**src/rtl/nn_pkg.sv**
```systemverilog
// Shared neural-network datapath types and Q8.8 constants.
// Used by the neuron MAC and the layer-level scaling logic.
package nn_pkg;

    localparam int DATA_W = 16;
    localparam int FRAC_W = 8;

    localparam logic [DATA_W-1:0] Q_ONE  = 16'h0100;
    localparam logic [DATA_W-1:0] Q_HALF = 16'h0080;
    localparam logic [DATA_W-1:0] Q_MAX  = 16'h7FFF;
    localparam logic [DATA_W-1:0] Q_MIN  = 16'h8000;

    typedef enum logic [1:0] {
        S_IDLE,
        S_ACCUM,
        S_DRAIN,
        S_OUT
    } state_t;

endpackage

```
**src/rtl/q_round_sat.sv**
```systemverilog
// Round-half-up and signed clamp from a wide fixed-point accumulator
// down to a DATA_W result with FRAC_W fractional bits.
module q_round_sat #(
    parameter int ACC_W  = 40,
    parameter int FRAC_W = 8,
    parameter int DATA_W = 16
) (
    input  logic signed [ACC_W-1:0]  acc_i,
    output logic        [DATA_W-1:0] sum_o,
    output logic                     sat_o
);

    localparam logic signed [ACC_W-1:0] HALF =
        {{(ACC_W-FRAC_W){1'b0}}, 1'b1, {(FRAC_W-1){1'b0}}};
    localparam logic signed [ACC_W-1:0] MAX =
        {{(ACC_W-DATA_W+1){1'b0}}, {(DATA_W-1){1'b1}}};
    localparam logic signed [ACC_W-1:0] MIN =
        {{(ACC_W-DATA_W+1){1'b1}}, {(DATA_W-1){1'b0}}};

    logic signed [ACC_W-1:0] biased;
    logic signed [ACC_W-1:0] rnd;

    always_comb begin
        biased = acc_i + HALF;
        rnd    = biased >>> FRAC_W;
        sum_o  = rnd[DATA_W-1:0];
        sat_o  = 1'b0;
        if (rnd > MAX) begin
            sum_o = MAX[DATA_W-1:0];
            sat_o = 1'b1;
        end else if (rnd < MIN) begin
            sum_o = MIN[DATA_W-1:0];
            sat_o = 1'b1;
        end
    end

endmodule

```
**src/rtl/neuron_mac.sv**
```systemverilog
// Per-neuron streaming multiply-accumulate with bias, feeding the
// sigmoid LUT through a valid/ready output port.
module neuron_mac #(
    parameter int N_INPUTS = 16,
    parameter int DATA_W   = 16,
    parameter int FRAC_W   = 8,
    parameter int ACC_W    = 40
) (
    input  logic              clk,
    input  logic              reset,
    input  logic              in_valid,
    output logic              in_ready,
    input  logic [DATA_W-1:0] in_x,
    input  logic [DATA_W-1:0] in_w,
    input  logic [DATA_W-1:0] bias,
    output logic              out_valid,
    input  logic              out_ready,
    output logic [DATA_W-1:0] out_sum,
    output logic              out_sat,
    output logic              busy
);

    import nn_pkg::*;

    localparam int PROD_W = 2 * DATA_W;
    localparam int CNT_W  = $clog2(N_INPUTS + 1);
    localparam logic [CNT_W-1:0] CNT_N = CNT_W'(N_INPUTS);

    state_t                    state_q, state_d;
    logic [CNT_W-1:0]          cnt_q, cnt_d;
    logic signed [PROD_W-1:0]  prod_q, prod_d;
    logic                      p_vld_q, p_vld_d;
    logic signed [ACC_W-1:0]   acc_q, acc_d;
    logic [DATA_W-1:0]         out_sum_q, out_sum_d;
    logic                      out_sat_q, out_sat_d;
    logic                      out_valid_q, out_valid_d;

    logic                      beat;
    logic signed [PROD_W-1:0]  prod_in;
    logic signed [ACC_W-1:0]   prod_ext;
    logic signed [ACC_W-1:0]   bias_ext;
    logic [DATA_W-1:0]         rs_sum;
    logic                      rs_sat;

    assign in_ready = (state_q == S_IDLE)
                    | ((state_q == S_ACCUM) & (cnt_q < CNT_N));
    assign beat     = in_valid & in_ready;
    assign prod_in  = $signed(in_x) * $signed(in_w);
    assign prod_ext = {{(ACC_W-PROD_W){prod_q[PROD_W-1]}}, prod_q};
    assign bias_ext = {{(ACC_W-DATA_W-FRAC_W){bias[DATA_W-1]}},
                       bias, {FRAC_W{1'b0}}};

    q_round_sat #(
        .ACC_W  (ACC_W),
        .FRAC_W (FRAC_W),
        .DATA_W (DATA_W)
    ) u_round (
        .acc_i (acc_q),
        .sum_o (rs_sum),
        .sat_o (rs_sat)
    );

    always_comb begin
        state_d     = state_q;
        cnt_d       = cnt_q;
        prod_d      = prod_q;
        p_vld_d     = 1'b0;
        acc_d       = acc_q;
        out_sum_d   = out_sum_q;
        out_sat_d   = out_sat_q;
        out_valid_d = out_valid_q;

        if (beat) begin
            prod_d  = prod_in;
            p_vld_d = 1'b1;
            cnt_d   = cnt_q + CNT_W'(1);
        end

        // A first beat seeds the accumulator; no product is pending then.
        if (beat && state_q == S_IDLE) begin
            acc_d = bias_ext;
        end else if (p_vld_q) begin
            acc_d = acc_q + prod_ext;
        end

        unique case (state_q)
            S_IDLE: begin
                if (beat) state_d = S_ACCUM;
            end
            S_ACCUM: begin
                if (cnt_q == CNT_N && !p_vld_q) state_d = S_DRAIN;
            end
            S_DRAIN: begin
                out_sum_d   = rs_sum;
                out_sat_d   = rs_sat;
                out_valid_d = 1'b1;
                state_d     = S_OUT;
            end
            S_OUT: begin
                if (out_ready) begin
                    out_valid_d = 1'b0;
                    cnt_d       = '0;
                    state_d     = S_IDLE;
                end
            end
            default: state_d = S_IDLE;
        endcase
    end

    always_ff @(posedge clk or negedge reset) begin
        if (!reset) begin
            state_q     <= S_IDLE;
            cnt_q       <= '0;
            prod_q      <= '0;
            p_vld_q     <= 1'b0;
            acc_q       <= '0;
            out_sum_q   <= '0;
            out_sat_q   <= 1'b0;
            out_valid_q <= 1'b0;
        end else begin
            state_q     <= state_d;
            cnt_q       <= cnt_d;
            prod_q      <= prod_d;
            p_vld_q     <= p_vld_d;
            acc_q       <= acc_d;
            out_sum_q   <= out_sum_d;
            out_sat_q   <= out_sat_d;
            out_valid_q <= out_valid_d;
        end
    end

    assign out_sum   = out_sum_q;
    assign out_sat   = out_sat_q;
    assign out_valid = out_valid_q;
    assign busy      = (state_q != S_IDLE);

endmodule
```
**config.mk**
```make
export PLATFORM = sky130hd
export DESIGN_NAME = neuron_mac
export DESIGN_NICKNAME = d
export VERILOG_FILES = /design/src/rtl/nn_pkg.sv /design/src/rtl/q_round_sat.sv /design/src/rtl/neuron_mac.sv
export SDC_FILE = /design/constraint.sdc
export NUM_CORES = 1
export LEC_CHECK = 0
export CORE_MARGIN = 10
export CORE_UTILIZATION = 35
export DETAILED_ROUTE_END_ITERATION = 16
export MAX_ROUTING_LAYER = met4
export PLACE_DENSITY = 0.54
export SLEW_MARGIN = 5
export SYNTH_ARGS = -nofsm -noshare
export SYNTH_HDL_FRONTEND = slang
export SYNTH_SLANG_ARGS = --single-unit
```
**constraint.sdc**
```tcl
create_clock -name clk -period 3.5 [get_ports clk]
set_input_delay 0.7 -clock clk [delete_from_list [all_inputs] [get_ports clk]]
set_output_delay 0.7 -clock clk [all_outputs]
set_load 0.1 [all_outputs]
```
==> run summary <==
status = finished, violations left
failing checks = setup timing
Max FO, Critical Path = 5
starting density of the core = 35.3%
largest cells by area after synthesis = fa_1, dfrtp_1, ha_1
Final Net Count = 2605
clock buffer depth = 2
crit path capture type = flop
fin crit share = 171%
number of buffers created by CTS = 9
Hold Crit Class = reg2reg
initial antenna violation count = 0
top cell type's share of synthesized area = 31.3%
Slowest-stage cell, CP = fa_1
TNS Setup = -51150 ps
H-tree levels = 3
Post-CTS Hold Buffers = 0
Mapped Area = 16800 um^2
most common cell in the netlist = inv_1
fin util = 44.3%
CP Buf/Inv Count = 6
first-pass iteration count of the detailed router = 5
pin count of the biggest net entering global routing = 76
ys flop type = dfrtp_1
Final Setup Violations = 27
clock latency on the worst-skew pair = 370 ps
warnings from Yosys = 0
startpoint types = primary input
clk_skew = 15.6 ps
Syn-to-layout area delta = 25.6%
vias per inst = 4.85
CTS root buffer = clkbuf_16
TritonCTS clock tree = built
global-route usage over all layers = 16.5%
Sink Count = 98
Yosys reg bits = 98
layout cell share with drive strength beyond 1 = 21.5%
synthesized instance count = 1905
Hold WS = 481 ps
CP top delay family = adder cells
Die ar. = 57200 um^2
WS Path Type = in2reg
number of global-route vias before repair = 14700
antenna viol nets, final = 0
Critical Path RT = 3730 ps
via count = 13500
most frequent cells after synthesis = inv_1, fa_1, nand2_1, ha_1, and2_1
Iteration-0 DRC Markers = 699
Top Ports = 72
CP Cell Sequence = buf_12 > buf_8 > and2_4 > fa_1 > inv_2 > fa_1 > fa_2 > inv_2 > fa_1 > fa_1 > inv_2 > fa_1 > inv_2 > ha_4 > nand4_1 > o31a_1 > a211oi_4 > o21ai_2 > o311a_1 > a21oi_2 > xnor2_1 > o21ai_1
GRT overflow = 0
# DRC = 0
total wire length = 44200 um
DIE HEIGHT = 239 um
final number of max-transition violations = 0
Max-Cap Viols = 0
cell taking the most area after synthesis = fa_1
Worst Tran Pin Value = 994 ps
number of library cell types mapped by synthesis = 70
post-synthesis net count = 2349
row cnt = 80
Routability Congestion = 0.904
n_diodes = 0
CP most frequent cell = fa_1
Hold Violations, Final = 0
CORE AREA = 47600 um^2
routed length per placed instance = 15.9 um
Crit path arrival time = 6210 ps
slew margin rel. = 33.5%
Port Buf Inserts = 71
sequential area share after synthesis = 14.6%
Final HPWL DP = 36700 um
Syn Area/Cell = 8.82 um^2
first-pass GRT wire length = 75100 um
clock-pin slew on the worst setup and hold paths = 70 ps
unrepaired setup endpoints after global routing = yes
share of synthesized registers carrying an async set or reset = 100%
Final WS setup = -2480 ps
EDFF count, synth = 0
die span in x = 239 um
FMAX = 167 MHz
min Tclk post-route = 5980 ps
Crit path largest cell delay = 560 ps
==> layout make-up <==
type / count / area [um^2]
fill: 4723 / 26500
multi-input combinational: 1380 / 13500
timing repair buffer: 308 / 2690
sequential: 98 / 2450
inverter: 364 / 1370
tap: 615 / 769
clock buffer: 11 / 243
clock inverter: 5 / 65.1
==> state kept, by name, summed over array words and instances (netlist names) <==
signal,cells
out_valid,1
cnt_q,5
out_sat,1
acc_q,40
prod_q,32
out_sum,16
state_q,2
p_vld_q,1
==> per-stage QoR <==
stage	instances	area, um^2	setup slack, ps
2_1_floorplan	1905	17100	-2490
3_3_place_gp	2725	19800	-3370
3_5_place_dp	2725	19800	-3530
5_1_grt	2781	21100	-2670
4_1_cts	2778	20800	-2740
6_report	2781	21100	-2480
==> worst paths after layout <==
path	start	to	slack [ps]	cells past startpoint
hold reg to reg	prod_q[0]$_DFFE_PN0P_	prod_q[0]$_DFFE_PN0P_	480	2
setup reg to reg	prod_q[0]$_DFFE_PN0P_	acc_q[38]$_DFFE_PN0P_	290	12
max in group asynchronous	reset	prod_q[18]$_DFFE_PN0P_	2240	2
min in group asynchronous	reset	cnt_q[2]$_DFF_PN0_	490	1
setup / recovery	in_w[4]	prod_q[31]$_DFFE_PN0P_	-2480	22
hold / removal	prod_q[0]$_DFFE_PN0P_	prod_q[0]$_DFFE_PN0P_	480	2
==> placed cells by master, fill, tap and decap left out, types with 45 or more instances in the layout <==
| master | count |
|---|---|
| a21oi_1 | 65 |
| and2_1 | 95 |
| buf_4 | 196 |
| dfrtp_1 | 97 |
| fa_1 | 249 |
| ha_1 | 96 |
| inv_1 | 324 |
| nand2_1 | 218 |
| nor2_1 | 63 |
| o21ai_0 | 65 |
| xnor2_1 | 45 |
==> routing by layer <==
| metal | part of all wire, % | vias to the layer above | global-route usage [%] |
|---|---|---|---|
| li1 | - | 6602 | - |
| met1 | 49 | 6589 | 22.1 |
| met2 | 46 | 242 | 26.4 |
| met3 | 3.3 | 49 | 1.95 |
| met4 | 1.9 | 0 | 3.67 |
| met5 | 0 | - | - |
==> cells by family (layout without fill, tap and decap cells) <==
logic type,count (synthesis),in the layout,share of synthesized area (%)
and+or+nand+nor,558,558,16.3
buffers and inverters,427,688,9.70
adders and majority gates,392,392,40.9
AOI/OAI and AO/OA,312,312,12.1
DFF,98,98,14.6
xor gates and xnor gates,89,89,4.64
muxes,29,29,1.76
==> tightest hold or removal path, cell delays in order (launching register included) <==
cell and delay, ps:
dfrtp_1 350, nand2_1 50, nand2_1 50
==> what timing repair did <==
item / in CTS / in global routing
setup endpoints to repair: 28 / 30
gates cloned: 1 / 0
pin swaps: 118 / 99
buffers inserted: 36 / 19
resized for setup: 180 / 148
Power is not shown: default switching activity piles up to over one toggle a cycle in this logic, so the estimate is an artifact.
